<file path="src/rtl/mem_port_arbiter_if.sv">
// Signal bundle between the I/D request sides, the arbiter and the shared memory bus.
// Handshake: a request transfers on a cycle where valid && ready are both high; requesters hold valid and payload until then.
interface mem_port_arbiter_if #(
    parameter int ADDR_W = 32,
    parameter int DATA_W = 32
);
    logic              i_req_valid;
    logic [ADDR_W-1:0] i_addr;
    logic              i_flush;
    logic              i_ready;
    logic              i_data_valid;
    logic [DATA_W-1:0] i_data;

    logic              d_req_valid;
    logic              d_wen;
    logic [ADDR_W-1:0] d_addr;
    logic [DATA_W-1:0] d_wdata;
    logic [1:0]        d_wlen;
    logic              d_ready;
    logic              d_data_valid;
    logic [DATA_W-1:0] d_data;

    logic              mem_req_valid;
    logic              mem_wen;
    logic [ADDR_W-1:0] mem_addr;
    logic [DATA_W-1:0] mem_wdata;
    logic [1:0]        mem_wlen;
    logic              mem_ready;
    logic              mem_data_valid;
    logic [DATA_W-1:0] mem_data;

    logic              busy;

    // Arbiter side.
    modport slave (
        input  i_req_valid, i_addr, i_flush,
        output i_ready, i_data_valid, i_data,
        input  d_req_valid, d_wen, d_addr, d_wdata, d_wlen,
        output d_ready, d_data_valid, d_data,
        output mem_req_valid, mem_wen, mem_addr, mem_wdata, mem_wlen,
        input  mem_ready, mem_data_valid, mem_data,
        output busy
    );

    // Core requesters plus memory model side.
    modport master (
        output i_req_valid, i_addr, i_flush,
        input  i_ready, i_data_valid, i_data,
        output d_req_valid, d_wen, d_addr, d_wdata, d_wlen,
        input  d_ready, d_data_valid, d_data,
        input  mem_req_valid, mem_wen, mem_addr, mem_wdata, mem_wlen,
        output mem_ready, mem_data_valid, mem_data,
        input  busy
    );
endinterface

</file>
<file path="src/rtl/mem_port_arbiter.sv">
// Shares one memory port between instruction fetch (read-only) and load/store,
// one transaction at a time, round-robin on contention, with I-fetch cancel on flush.
module mem_port_arbiter #(
    parameter int ADDR_W = 32,
    parameter int DATA_W = 32
) (
    input  logic                clk,
    input  logic                rst,
    mem_port_arbiter_if.slave   bus,
    output logic [1:0]          dbg_state
);
    typedef enum logic [1:0] {IDLE = 2'd0, ISSUE = 2'd1, WAIT = 2'd2, RESP = 2'd3} state_t;

    state_t            state, state_next;
    logic              own_d, lg_d;   // 1 = D side, 0 = I side
    logic              cancel;
    logic [ADDR_W-1:0] addr_q;
    logic [DATA_W-1:0] wdata_q;
    logic              wen_q;
    logic [1:0]        wlen_q;
    logic [DATA_W-1:0] i_data_q, d_data_q;
    logic              grant_i, grant_d;
    logic              i_cand, d_cand;

    // Grants only exist in IDLE; on contention the side that did not win last time goes.
    always_comb begin
        i_cand  = bus.i_req_valid && !bus.i_flush;
        d_cand  = bus.d_req_valid;
        grant_i = 1'b0;
        grant_d = 1'b0;
        if (state == IDLE && !rst) begin
            if (i_cand && d_cand) begin
                grant_d = !lg_d;
                grant_i = lg_d;
            end else begin
                grant_i = i_cand;
                grant_d = d_cand;
            end
        end
    end

    always_ff @(posedge clk or posedge rst) begin
        if (rst) state <= IDLE;
        else     state <= state_next;
    end

    always_comb begin
        state_next = state;
        case (state)
            IDLE:    if (grant_i || grant_d)  state_next = ISSUE;
            ISSUE:   if (bus.mem_ready)       state_next = WAIT;
            WAIT:    if (bus.mem_data_valid)  state_next = RESP;
            RESP:                             state_next = IDLE;
            default:                          state_next = IDLE;
        endcase

        bus.i_ready       = grant_i;
        bus.d_ready       = grant_d;
        bus.mem_req_valid = (state == ISSUE);
        bus.mem_wen       = (state == ISSUE) && wen_q;
        bus.mem_addr      = (state == ISSUE) ? addr_q  : '0;
        bus.mem_wdata     = (state == ISSUE) ? wdata_q : '0;
        bus.mem_wlen      = (state == ISSUE) ? wlen_q  : 2'd0;
        // A flush arriving in RESP itself also suppresses the fetch pulse.
        bus.i_data_valid  = (state == RESP) && !own_d && !cancel && !bus.i_flush;
        bus.d_data_valid  = (state == RESP) && own_d;
        bus.i_data        = i_data_q;
        bus.d_data        = d_data_q;
        bus.busy          = (state != IDLE);
        dbg_state         = state;
    end

    always_ff @(posedge clk or posedge rst) begin
        if (rst) begin
            own_d    <= 1'b0;
            lg_d     <= 1'b0;
            cancel   <= 1'b0;
            addr_q   <= '0;
            wdata_q  <= '0;
            wen_q    <= 1'b0;
            wlen_q   <= 2'd0;
            i_data_q <= '0;
            d_data_q <= '0;
        end else begin
            if (grant_i || grant_d) begin
                own_d   <= grant_d;
                lg_d    <= grant_d;
                addr_q  <= grant_d ? bus.d_addr : bus.i_addr;
                wen_q   <= grant_d && bus.d_wen;
                wdata_q <= grant_d ? bus.d_wdata : '0;
                wlen_q  <= grant_d ? bus.d_wlen : 2'd0;
            end
            if (state == WAIT && bus.mem_data_valid) begin
                if (own_d) d_data_q <= wen_q ? '0 : bus.mem_data;
                else       i_data_q <= bus.mem_data;
            end
            // The bus transaction always completes; only the fetch response is dropped.
            if (state == RESP)
                cancel <= 1'b0;
            else if (state != IDLE && !own_d && bus.i_flush)
                cancel <= 1'b1;
        end
    end
endmodule
</file>
<file path="src/flat_wrapper.sv">
// flat-port wrapper written by rule: the top's interface ports become plain ports
module mem_port_arbiter_flat 
#(
    parameter int ADDR_W = 32,
    parameter int DATA_W = 32
)
  (clk, rst, dbg_state, bus_i_req_valid, bus_i_addr, bus_i_flush, bus_i_ready, bus_i_data_valid, bus_i_data, bus_d_req_valid, bus_d_wen, bus_d_addr, bus_d_wdata, bus_d_wlen, bus_d_ready, bus_d_data_valid, bus_d_data, bus_mem_req_valid, bus_mem_wen, bus_mem_addr, bus_mem_wdata, bus_mem_wlen, bus_mem_ready, bus_mem_data_valid, bus_mem_data, bus_busy);
  mem_port_arbiter_if #(.ADDR_W(ADDR_W), .DATA_W(DATA_W)) bus_i ();
  input  logic clk;
  input  logic rst;
  output logic [1:0] dbg_state;
  input wire logic [$bits(bus_i.i_req_valid)-1:0] bus_i_req_valid;
  input wire logic [$bits(bus_i.i_addr)-1:0] bus_i_addr;
  input wire logic [$bits(bus_i.i_flush)-1:0] bus_i_flush;
  output wire logic [$bits(bus_i.i_ready)-1:0] bus_i_ready;
  output wire logic [$bits(bus_i.i_data_valid)-1:0] bus_i_data_valid;
  output wire logic [$bits(bus_i.i_data)-1:0] bus_i_data;
  input wire logic [$bits(bus_i.d_req_valid)-1:0] bus_d_req_valid;
  input wire logic [$bits(bus_i.d_wen)-1:0] bus_d_wen;
  input wire logic [$bits(bus_i.d_addr)-1:0] bus_d_addr;
  input wire logic [$bits(bus_i.d_wdata)-1:0] bus_d_wdata;
  input wire logic [$bits(bus_i.d_wlen)-1:0] bus_d_wlen;
  output wire logic [$bits(bus_i.d_ready)-1:0] bus_d_ready;
  output wire logic [$bits(bus_i.d_data_valid)-1:0] bus_d_data_valid;
  output wire logic [$bits(bus_i.d_data)-1:0] bus_d_data;
  output wire logic [$bits(bus_i.mem_req_valid)-1:0] bus_mem_req_valid;
  output wire logic [$bits(bus_i.mem_wen)-1:0] bus_mem_wen;
  output wire logic [$bits(bus_i.mem_addr)-1:0] bus_mem_addr;
  output wire logic [$bits(bus_i.mem_wdata)-1:0] bus_mem_wdata;
  output wire logic [$bits(bus_i.mem_wlen)-1:0] bus_mem_wlen;
  input wire logic [$bits(bus_i.mem_ready)-1:0] bus_mem_ready;
  input wire logic [$bits(bus_i.mem_data_valid)-1:0] bus_mem_data_valid;
  input wire logic [$bits(bus_i.mem_data)-1:0] bus_mem_data;
  output wire logic [$bits(bus_i.busy)-1:0] bus_busy;
  assign bus_i.i_req_valid = bus_i_req_valid;
  assign bus_i.i_addr = bus_i_addr;
  assign bus_i.i_flush = bus_i_flush;
  assign bus_i_ready = bus_i.i_ready;
  assign bus_i_data_valid = bus_i.i_data_valid;
  assign bus_i_data = bus_i.i_data;
  assign bus_i.d_req_valid = bus_d_req_valid;
  assign bus_i.d_wen = bus_d_wen;
  assign bus_i.d_addr = bus_d_addr;
  assign bus_i.d_wdata = bus_d_wdata;
  assign bus_i.d_wlen = bus_d_wlen;
  assign bus_d_ready = bus_i.d_ready;
  assign bus_d_data_valid = bus_i.d_data_valid;
  assign bus_d_data = bus_i.d_data;
  assign bus_mem_req_valid = bus_i.mem_req_valid;
  assign bus_mem_wen = bus_i.mem_wen;
  assign bus_mem_addr = bus_i.mem_addr;
  assign bus_mem_wdata = bus_i.mem_wdata;
  assign bus_mem_wlen = bus_i.mem_wlen;
  assign bus_i.mem_ready = bus_mem_ready;
  assign bus_i.mem_data_valid = bus_mem_data_valid;
  assign bus_i.mem_data = bus_mem_data;
  assign bus_busy = bus_i.busy;
  mem_port_arbiter #(.ADDR_W(ADDR_W), .DATA_W(DATA_W)) u_core (.clk(clk), .rst(rst), .bus(bus_i), .dbg_state(dbg_state));
endmodule
</file>
<file path="config.mk">
export PLATFORM = sky130hd
export DESIGN_NAME = mem_port_arbiter_flat
export DESIGN_NICKNAME = d
export VERILOG_FILES = /design/src/rtl/mem_port_arbiter_if.sv /design/src/rtl/mem_port_arbiter.sv /design/src/flat_wrapper.sv
export SDC_FILE = /design/constraint.sdc
export NUM_CORES = 1
export LEC_CHECK = 0
export CORE_ASPECT_RATIO = 0.75
export CORE_MARGIN = 3
export CORE_UTILIZATION = 40
export DETAILED_ROUTE_END_ITERATION = 12
export GPL_TIMING_DRIVEN = 0
export PLACE_DENSITY_LB_ADDON = 0.08
export SYNTH_ARGS = -nofsm -noshare
export SYNTH_HDL_FRONTEND = slang
export SYNTH_SLANG_ARGS = --single-unit
</file>
<file path="constraint.sdc">
create_clock -name clk -period 10.2 [get_ports clk]
set_input_delay 1.02 -clock clk [delete_from_list [all_inputs] [get_ports clk]]
set_output_delay 1.02 -clock clk [all_outputs]
set_load 0.01 [all_outputs]
</file>
==> impl_metrics.toml <==
[die]
fp.coreArea_mm2 = 0.01398
die_width_um = 145.6
initial_utilization = 0.4180
floorplan.rows = 37
design.die.area_mm2 = 0.01611
total_i_o_pin_count = 277
floorplan.die.height_um = 110.7

[clock_tree]
clk_pin_slew_ns = 0.06
postCtsSetupRepairBufs = 0
cts.htree.levels = 4
insertion_delay_ns = 0.41
post_cts.resized_instances = 0
cts_num_sinks = 135
hold_buffers = 0
clk_path_buf_depth = 2
cts_root_buffer = "clkbuf_16"
tritoncts = "built"
numCtsBuffers = 17

[setup_path]
criticalPathCategory = "input pin to primary output"
critPathCaptureType = "primary output"
path_common_cell = "clkdlybuf4s50_1"
timing.critical_path.slowest_stage_cell = "clkdlybuf4s50_1"
critical_path.cell_chain = "clkdlybuf4s50_1 -> inv_6 -> buf_16 -> o211ai_2 -> nor2_2 -> buf_2 -> clkdlybuf4s50_1"
startpoint_type = "input pin"
cp.arrival_ns = 3.82
path_delay_family = "buffers and inverters"
cp.required_ns = 9.18
worstReg2RegStart = "u_core.dbg_state[0]$_DFFE_PP0P_"
crit_fanout = 99
worst_setup_path_startpoint = "rst"
path_buf_inv = 5
critical-path-max-stage-delay_ns = 0.61

[synth]
syn_area_per_cell_um2 = 11.81
synthMuxAreaShare = 0.06530
netlist_top_cells_area = "dfrtp_1 58%, a22o_1 10%, and2_1 7.3%, mux2_2 6.4%, a21o_1 4.2%"
synth_most_common_cell = "dfrtp_1"
synth_compound_gate_area_share = 0.1779
synth-seq-area-share = 0.5780
synth_top_family_by_area = "compound AO/OA/AOI/OAI gates"
yosysWarnings = 0
postSynthCellCount = 495
number_of_synthesized_flops_with_an_enable_pin = 0
postSynthNetCount = 638
postSynth.topFlopCell = "dfrtp_1"
synth_simple_gate_area_frac = 0.1370
synthDominantCellAreaShare = 0.5780
synthTopCellsByCount = "135 x dfrtp_1, 68 x and2_1, 67 x a22o_1, 33 x a21o_1, 33 x mux2_2"
post_synth_fa_ha_maj_area_fraction = 0.01070
synth_cell_types = 26
post_synth_xor_xnor_area = 0
postSynth.asyncResetShare = 1.000
synth_top_cell_by_area = "dfrtp_1"
synth.cell_area_mm2 = 0.005844
ys_ff_latch = 135

[routing]
routed_wl_mm = 18.75
initialDrtViolationCount = 222
drtAntennaViolNets = 0
drcViolationCount = 0
post_drt_wl_per_cell_um = 18.79
drt_pass_1_iters = 4
detailroute.via_count = 5003
viasPerCell = 5.013

[global_routing]
grt_remaining_overflow = 0
pin_count_of_the_biggest_net_entering_global_routing = 100
first_global_vias = 5330
initial_antenna_violation_count = 0
wire_length_of_the_first_global_routing_pass_mm = 29.78
global_route.usage.total = 0.2330

[sta]
final_total_negative_setup_slack_ns = 0
report.final.hold_viol_count = 0
post-route-min-period_ns = 4.842
grt_setup_unrepaired = "false"
finalCritPeriodShare = 0.4747
timing_worst_slew_pin_value_ns = 0.5545
fmaxAchievable_ghz = 0.2065
relSlewSlack = 0.6304
slew_viol_final = 0
finalSetupViolCount = 0
finClkSkew_ns = 0.009808

[final_layout]
multi_input_area_mm2 = 0.002285
seq_area_mm2 = 0.003378
drive_gt1_frac = 0.1046
antennaDiodeCount = 0
n_fill_cell = 1080
syn_to_final_growth_pct = 62.41
finish.net_count = 934
stdcell_count = 998

[status]
result_of_the_run = "finished clean"

[flow_run]
max_cap_violations = 0

[power_and_ir_drop]
power_density_of_the_placed_cells_mw_per_mm2 = 289.2
power.static_leakage_nw = 4.319
totalPowerFinal_mw = 2.745
vdd_drop_max_uv = 154.3

[place]
place.port_buffers = 276
gp_congestion = 0.8199
dpl.cell_count = 967
dp_hpwl_mm = 13.95

[min_path]
hp-class = "flop to flop"
worst_hold_startpoint = "u_core.bus.d_data[22]$_DFFE_PP0P_"
==> cell usage in the layout (no fill, tap or decap), types with 13 or more instances in the layout <==
cell and count:
a21o_1 33, a22o_1 67, and2_1 68, buf_2 13, clkbuf_1 23, clkbuf_16 17
clkdlybuf4s50_1 276, dfrtp_1 135, mux2_2 33, nand2_1 32, nand2b_1 32, o21ai_0 31
==> power by group <==
part	leakage [nW]	switching [mW]	total, mW	internal (mW)
combinational	2.36	0.500	1.19	0.695
sequential	1.67	0.131	0.916	0.784
clock	0.286	0.242	0.635	0.393
total	4.32	0.874	2.75	1.87
==> per-layer routing <==
layer  share of wire  global-route usage
met4          0.0098             0.04934
met2            0.48              0.3833
met5               0                   0
met3           0.083             0.08623
met1            0.42              0.2970
==> worst register-to-register path: cells and delay by family (launching register included) <==
| family | cells | cell delay [ns] |
|---|---|---|
| adder cells (fa/ha/maj) | 1 | 0.27 |
| flip-flops | 1 | 0.42 |
| buffers and inverters | 3 | 0.69 |
| AO/OA/AOI/OAI | 2 | 0.58 |
| AND/OR/NAND/NOR | 1 | 0.11 |
==> per-stage QoR <==
step / instance area [um2] / hold slack, ns / setup slack, ns / util
final: 9492 / 0.4785 / 5.358 / 0.6789
after global routing: 9492 / 0.5019 / 5.072 / 0.6789
after CTS: 9492 / 0.4836 / 5.263 / 0.6789
after detailed placement: 8884 / 0.4700 / 5.272 / 0.6354
after global placement: 8851 / 0.4644 / 1.321 / 0.6331
after floorplan: 5844 / 0.4577 / 4.253 / -
==> final timing paths <==
kind	end	slack, ns	cells after the start
hold / removal	u_core.bus.d_data[22]$_DFFE_PP0P_	0.48	2
setup reg to reg	u_core.wdata_q[16]$_DFFE_PP0P_	8.08	7
setup / recovery	bus_i_ready	5.36	7
min in group asynchronous	u_core.bus.d_data[24]$_DFFE_PP0P_	1.04	2
max in group asynchronous	u_core.addr_q[7]$_DFFE_PP0P_	8.35	3
hold reg to reg	u_core.bus.d_data[22]$_DFFE_PP0P_	0.48	2
==> sequential cells by signal (all words and copies together) (netlist names) <==
signal / count
u_core.addr_q: 32
u_core.bus.d_data: 32
u_core.bus.i_data: 32
u_core.cancel: 1
u_core.dbg_state: 2
u_core.own_d: 1
u_core.wdata_q: 32
u_core.wen_q: 1
u_core.wlen_q: 2
==> kinds of logic (layout without fill, tap and decap cells) <==
family	Yosys count	count (layout)
AOI/OAI and AO/OA	137	137
and+or+nand+nor	141	141
adders and majority gates	5	5
muxes	34	34
buffers and inverters	43	351
DFF	135	135
==> final cells by class <==
cell class / instances / area share
buffer: 37 / 0.01674
timing repair buffer: 277 / 0.2940
tap: 195 / 0.02571
inverter: 6 / 0.002900
multi-input combinational: 317 / 0.2407
clock inverter: 13 / 0.01780
sequential: 135 / 0.3559
clock buffer: 18 / 0.04627
(Power assumes the default switching activity.)
